==> config.mk <==
export PLATFORM = sky130hd
export DESIGN_NAME = ctr_mode_sched
export DESIGN_NICKNAME = d
export VERILOG_FILES = /design/src/rtl/ctr_mode_sched_pkg.sv /design/src/rtl/ctr_mode_sched_counter_rollover.sv /design/src/rtl/ctr_mode_sched.sv
export SDC_FILE = /design/constraint.sdc
export NUM_CORES = 1
export LEC_CHECK = 0
export CORE_MARGIN = 2
export CORE_UTILIZATION = 44
export CTS_CLUSTER_DIAMETER = 80
export DETAILED_ROUTE_END_ITERATION = 8
export PLACE_DENSITY_LB_ADDON = 0.25
export SLEW_MARGIN = 15
export SYNTH_ARGS = -nofsm -noshare
export SYNTH_HDL_FRONTEND = slang
export SYNTH_HIERARCHICAL = 1
export SYNTH_SLANG_ARGS = --single-unit
==> constraint.sdc <==
create_clock -name CLK -period 5.4 [get_ports CLK]
set_clock_uncertainty 0.1 [all_clocks]
set_input_delay 0.81 -clock CLK [delete_from_list [all_inputs] [get_ports CLK]]
set_output_delay 0.81 -clock CLK [all_outputs]
set_load 0.01 [all_outputs]
==> src/rtl/ctr_mode_sched_pkg.sv <==
// Shared CryptoCore definitions for the CTR-mode block scheduler:
// default widths, FSM state encodings and counter control bundle.
package ctr_mode_sched_pkg;

  localparam int CC_W     = 64;
  localparam int CC_N     = 2;
  localparam int CC_LEN_W = 16;

  localparam int ST_W = 3;
  localparam logic [ST_W-1:0] ST_IDLE  = 3'd0;
  localparam logic [ST_W-1:0] ST_LOAD  = 3'd1;
  localparam logic [ST_W-1:0] ST_ISSUE = 3'd2;
  localparam logic [ST_W-1:0] ST_WAIT  = 3'd3;
  localparam logic [ST_W-1:0] ST_FIN   = 3'd4;

  typedef struct packed {
    logic load;
    logic en;
  } ctr_ctl_t;

  function automatic logic st_busy(input logic [ST_W-1:0] s);
    return (s == ST_LOAD) || (s == ST_ISSUE) || (s == ST_WAIT);
  endfunction

endpackage

==> src/rtl/ctr_mode_sched_counter_rollover.sv <==
// W-bit counter split into N cascaded segments; a segment advances when
// enabled and every lower segment is all-ones. Contents are not reset.
module counter_rollover #(
  parameter int W = 64,
  parameter int N = 2
) (
  input  logic         CLK,
  input  logic         LOAD,
  input  logic         ENABLE,
  input  logic [W-1:0] DI,
  output logic [W-1:0] DO
);

  localparam int SW = W / N;

  logic [N-1:0][SW-1:0] seg;
  logic [N-1:0]         carry;

  assign carry[0] = ENABLE;
  for (genvar i = 1; i < N; i++) begin : g_carry
    assign carry[i] = ENABLE & (&seg[i-1:0]);
  end

  always_ff @(posedge CLK) begin
    if (LOAD) seg <= DI;
    else begin
      for (int i = 0; i < N; i++)
        if (carry[i]) seg[i] <= seg[i] + 1'b1;
    end
  end

  assign DO = seg;

endmodule

==> src/rtl/ctr_mode_sched.sv <==
// CTR-mode session scheduler: loads an IV into the rollover counter and
// offers NBLK successive counter values to a cipher core, one at a time.
module ctr_mode_sched
  import ctr_mode_sched_pkg::*;
#(
  parameter int W          = CC_W,
  parameter int N          = CC_N,
  parameter int LEN_W      = CC_LEN_W,
  parameter int ALLOW_WRAP = 0
) (
  input  logic             CLK,
  input  logic             RSTn,
  input  logic             START,
  input  logic             ABORT,
  input  logic [W-1:0]     IV,
  input  logic [LEN_W-1:0] NBLK,
  output logic             CORE_VALID,
  input  logic             CORE_READY,
  output logic [W-1:0]     CORE_DATA,
  input  logic             CORE_DONE,
  output logic             BUSY,
  output logic             DONE,
  output logic             ERR,
  output logic [LEN_W-1:0] BLK_IDX
);

  logic [ST_W-1:0]  state, state_nx;
  logic [LEN_W-1:0] rem;
  logic             wrap_pend;
  logic             hs, accept;
  ctr_ctl_t         ctl;

  assign CORE_VALID = (state == ST_ISSUE) && !ABORT;
  assign hs         = CORE_VALID && CORE_READY;
  assign accept     = (state == ST_IDLE) && START && !ABORT;
  assign ctl        = '{load: (state == ST_LOAD), en: hs};

  always_comb begin
    state_nx = state;
    case (state)
      ST_IDLE:  if (accept) state_nx = (NBLK != '0) ? ST_LOAD : ST_FIN;
      ST_LOAD:  state_nx = ST_ISSUE;
      ST_ISSUE: if (hs) state_nx = ST_WAIT;
      ST_WAIT:  if (CORE_DONE) state_nx = (rem == '0 || wrap_pend) ? ST_FIN : ST_ISSUE;
      ST_FIN:   state_nx = ST_IDLE;
      default:  state_nx = ST_IDLE;
    endcase
    if (ABORT && state != ST_IDLE) state_nx = ST_IDLE;
  end

  always_ff @(posedge CLK or negedge RSTn) begin
    if (!RSTn) begin
      state     <= ST_IDLE;
      BUSY      <= 1'b0;
      DONE      <= 1'b0;
      ERR       <= 1'b0;
      BLK_IDX   <= '0;
      rem       <= '0;
      wrap_pend <= 1'b0;
    end else begin
      state <= state_nx;
      BUSY  <= st_busy(state_nx);
      DONE  <= (state_nx == ST_FIN);
      if (accept) begin
        ERR       <= 1'b0;
        BLK_IDX   <= '0;
        rem       <= NBLK;
        wrap_pend <= 1'b0;
      end else if (hs) begin
        BLK_IDX <= BLK_IDX + 1'b1;
        rem     <= rem - 1'b1;
        // all-ones accepted with blocks still owed: the next value would wrap
        if (&CORE_DATA && rem != LEN_W'(1) && ALLOW_WRAP == 0) wrap_pend <= 1'b1;
      end else if (ABORT && state != ST_IDLE) begin
        wrap_pend <= 1'b0;
      end
      if (state == ST_WAIT && state_nx == ST_FIN && wrap_pend) ERR <= 1'b1;
    end
  end

  counter_rollover #(.W(W), .N(N)) u_ctr (
    .CLK    (CLK),
    .LOAD   (ctl.load),
    .ENABLE (ctl.en),
    .DI     (IV),
    .DO     (CORE_DATA)
  );

endmodule

==> run summary <==
The run gives 0 as the initial antenna violation count. In the post-synthesis netlist, the biggest area contributors are sky130_fd_sc_hd__edfxtp_1 (31%), sky130_fd_sc_hd__dfrtp_1 (16%), sky130_fd_sc_hd__or4_1 (5.1%). IR analysis of the VDD net gives a maximum drop of 0.209 mV. The DRC marker count from the first detailed-route iteration is 607, and the number of levels the H-tree was split into is 3. After synthesis, the largest family of logic cells by area is simple AND/OR/NAND/NOR gates. The tools report the final setup TNS as 0 ns.

For flop-to-flop paths, the worst setup slack is 2.48 ns. For the hold-fix buffer count after cts, the log shows 0. The xor/xnor share of the synthesized area was 0.0538; the total DRC errors in the routed layout was 0.

The worst setup path is launched from an input pin. Post-synthesis async set-or-reset flop share: 0.379. The run gives 0.453 as the sequential share of power. The largest buffer count on any clock path came out at 2. The run gives 5 as the first-pass iteration count of the detailed router. Wires add up to 17900 µm. The hold-critical path depth works out to 1.

The tools report the final count of pins violating max slew as 0. The congestion estimate from routability-driven global placement came to 0.904. Final critical delay including setup and external delays: 3.36 ns. The total nets after synthesis was 749. Share of the clock period used by the worst path after layout: 0.621. The worst hold path begins at ERR. The endpoint class of the critical path is an output pin. Startpoint of the worst register-to-register path: u_ctr/DO[0]. The starting utilization of the core area was 0.447; the clock slew at the register clock pins of the worst setup and hold paths was 0.06 ns.

The overall die height works out to 123 µm. The worst-case headroom to the max-slew limit was 0.298; the maximum operating frequency was 0.298 GHz. In this run, synthesis produced a sequential element count of 103. Total routing usage reported by global routing: 0.239. The HPWL after detailed placement is 12800 µm. The number of nets in the layout is 896. The run gives 0.0138 mm² as the area inside the core boundary.

Summed over all cells, the static leakage comes to 2.76 nW. Slowest library cell on the worst path: sky130_fd_sc_hd__clkdlybuf4s50_1. The share of the synthesized area in the top cell type is 0.311, and the internal power component is 0.00204 W. The first global-routing pass estimated 28400 µm of wire.

The share of synthesized area spent on multiplexers is 0.00850, and the gate count of the mapped netlist is 658. The total count of hold-check failures in the final report is 0. Setup repair after global routing left no endpoint under its margin. The number of enable flip-flop cells after synthesis is 64. The path with the worst hold slack has its endpoint at ERR. The cell area that synthesis handed to floorplanning was 0.00618 mm². The signal arrival time at the worst endpoint is 2.45 ns, and the relative contribution of the clock network to total power is 0.191.

The analysis attributes to net switching a power of 0.00121 W. The synthesized-area fraction occupied by ao, oa, aoi and oai cells is 0.146, and the filler-free cell count of the finished design is 990. The switching share of power was 0.373.

Area share of and/or/nand/nor cells after synthesis: 0.275. The run gives 0.357 as the combinational group share of total power. The ratio of total power to cell area was 393 mW/mm².

The number of antenna diodes in the final layout is 0. The average via count per standard cell was 6.08; the die area was 0.0150 mm². The run finished with clean final reports. The area growth from synthesis to layout is 33.7%. The fraction of layout instances using a drive strength above 1 is 0.0444, and the worst path setup slack after routing is 2.04 ns. Commonest register cell after synthesis: sky130_fd_sc_hd__edfxtp_1. In this run the worst path has a maximum fanout of 17.

TritonCTS built the clock tree. sky130_fd_sc_hd__edfxtp_1 takes more of the synthesized area than any other cell. In this run the horizontal extent of the chip is 123 µm.

For the number of warnings printed during yosys synthesis, the log shows 6. Leaving out fill and tap cells, the most frequent cell in the layout is sky130_fd_sc_hd__clkdlybuf4s50_1. Counting cells, the worst reg-to-reg path comes to 5. In the layout the commonest cells are sky130_fd_sc_hd__clkdlybuf4s50_1 (168), sky130_fd_sc_hd__nand2_1 (72), sky130_fd_sc_hd__edfxtp_1 (64). The required arrival time at the worst endpoint is 4.49 ns, and the count of cell types in the netlist is 48. Total of buffers placed on input and output ports: 169. Once detail routing completed, the nets flagged for antenna violations numbered 0.

OpenSTA, run right after detailed placement, puts the worst setup slack at 1.87 ns. The worst hold path belongs to the class reg -> reg. The utilization after layout was 0.598; the average wire length per cell after detail routing was 18.0 µm. The tool flagged a number of max-cap violations equal to 0.

Traced cell by cell, the critical path runs through clkdlybuf4s50_1 > nor4b_4 > buf_4 > clkdlybuf4s50_1. For this run the aggregate overflow at the end of global routing stands at 0. The clock drives 103 sinks. The post-CTS resize count was 0; the average cell area after synthesis was 9.40 µm².

Entering global routing, the biggest net connects 65 pins. Via count of the first global-routing pass: 5716. For the instance count after placement with tap cells included, the log shows 974.

The logs give 0 for the final count of negative-setup-slack endpoints and 0 for the count of buffers added by post-CTS timing repair for setup. In this run the clock root is driven by a sky130_fd_sc_hd__clkbuf_16. The run gives 170 as the I/O pin count. The library cell appearing most often on the critical path was sky130_fd_sc_hd__clkdlybuf4s50_1. The worst stage delay on the critical path is 0.57 ns, and the post-synthesis adder-cell area fraction is 0.0101.

The floorplan has 43 rows. For the TritonCTS buffer count, the log shows 9. The worst hold-check slack was 0.407 ns; the actual transition at the worst max-transition pin was 1.05 ns. The clock reaches the later pin of the worst-skew pair after 0.34 ns.

The logs give 1130 for the final-layout fill cell count and 6021 for the total number of vias. The tools report the post-synthesis sequential area ratio as 0.469. Capturing point of the worst reg2reg path: u_ctr/DO[61].

Classification of the worst setup path: in -> out.
## routing by layer
layer	global-route usage	vias up	part of all wire
met5	0	-	0
met4	0.0618	0	0.011
met3	0.0562	17	0.081
met2	0.388	273	0.48
met1	0.322	2888	0.43
li1	-	2843	-
## logic make-up (layout without fill, tap and decap cells)
kind of cell	after synthesis	in the layout
buf+inv	56	208
fa+ha+maj	5	5
mux	5	5
simple gates	311	311
compound gates	140	140
flops	103	103
xor+xnor	38	38
## power by group through the flow
stage / combinational (W) / clock (W) / sequential, W
after floorplan: 0.000626 / 0 / 0.00144
after detailed placement: 0.00116 / 0 / 0.00148
after global placement: 0.00112 / 0 / 0.00146
final: 0.00116 / 0.000620 / 0.00147
after CTS: 0.00116 / 0.000624 / 0.00147
after global routing: 0.00128 / 0.000653 / 0.00151
## layout make-up
class                           count  area [µm²]  share of cell area
Inverter                           19        71.3             0.00863
Clock inverter                      5        32.5             0.00394
Timing Repair Buffer              173        1720               0.208
Clock buffer                       11         244              0.0295
Sequential cell                   103        2900               0.351
Tap cell                          180         225              0.0272
Multi-Input combinational cell    499        3080               0.372
## synth_stat cells (all sizes together) (24+ instances only)
| cell type | instances |
|---|---|
| or4 | 42 |
| dfrtp | 39 |
| nand3 | 40 |
| o21ai | 44 |
| nand4 | 49 |
| xor2 | 24 |
| nor2 | 45 |
| edfxtp | 64 |
| clkbuf | 30 |
| a31oi | 28 |
| nand2 | 72 |
| o31ai | 27 |
## critical path: cells and delay by family
| kind | cells | cell delay [ns] |
|---|---|---|
| buffers and inverters | 3 | 1.37 |
| and+or+nand+nor | 1 | 0.25 |
## flip-flops by register name, summed over array words and instances, names as in the netlist
register,cells
ERR,1
wrap_pend,1
u_ctr/DO,64
state,3
BUSY,1
DONE,1
BLK_IDX,16
rem,16
## through the flow
step,power [W],instance area (µm²)
3_3_place_gp,0.00259,7990
2_1_floorplan,0.00206,6190
4_1_cts,0.00325,8270
3_5_place_dp,0.00263,7990
6_report,0.00325,8270
5_1_grt,0.00344,8270
## worst max-delay path by stage
stage | start | to | depth (start not counted)
floorplan | ABORT | u_ctr/DO[32] | 5
global placement | ABORT | u_ctr/DO[32] | 8
detailed placement | ABORT | u_ctr/DO[57] | 8
CTS | ABORT | CORE_VALID | 4
global route | ABORT | CORE_VALID | 4
finish | ABORT | CORE_VALID | 4
(Power assumes the default switching activity.)
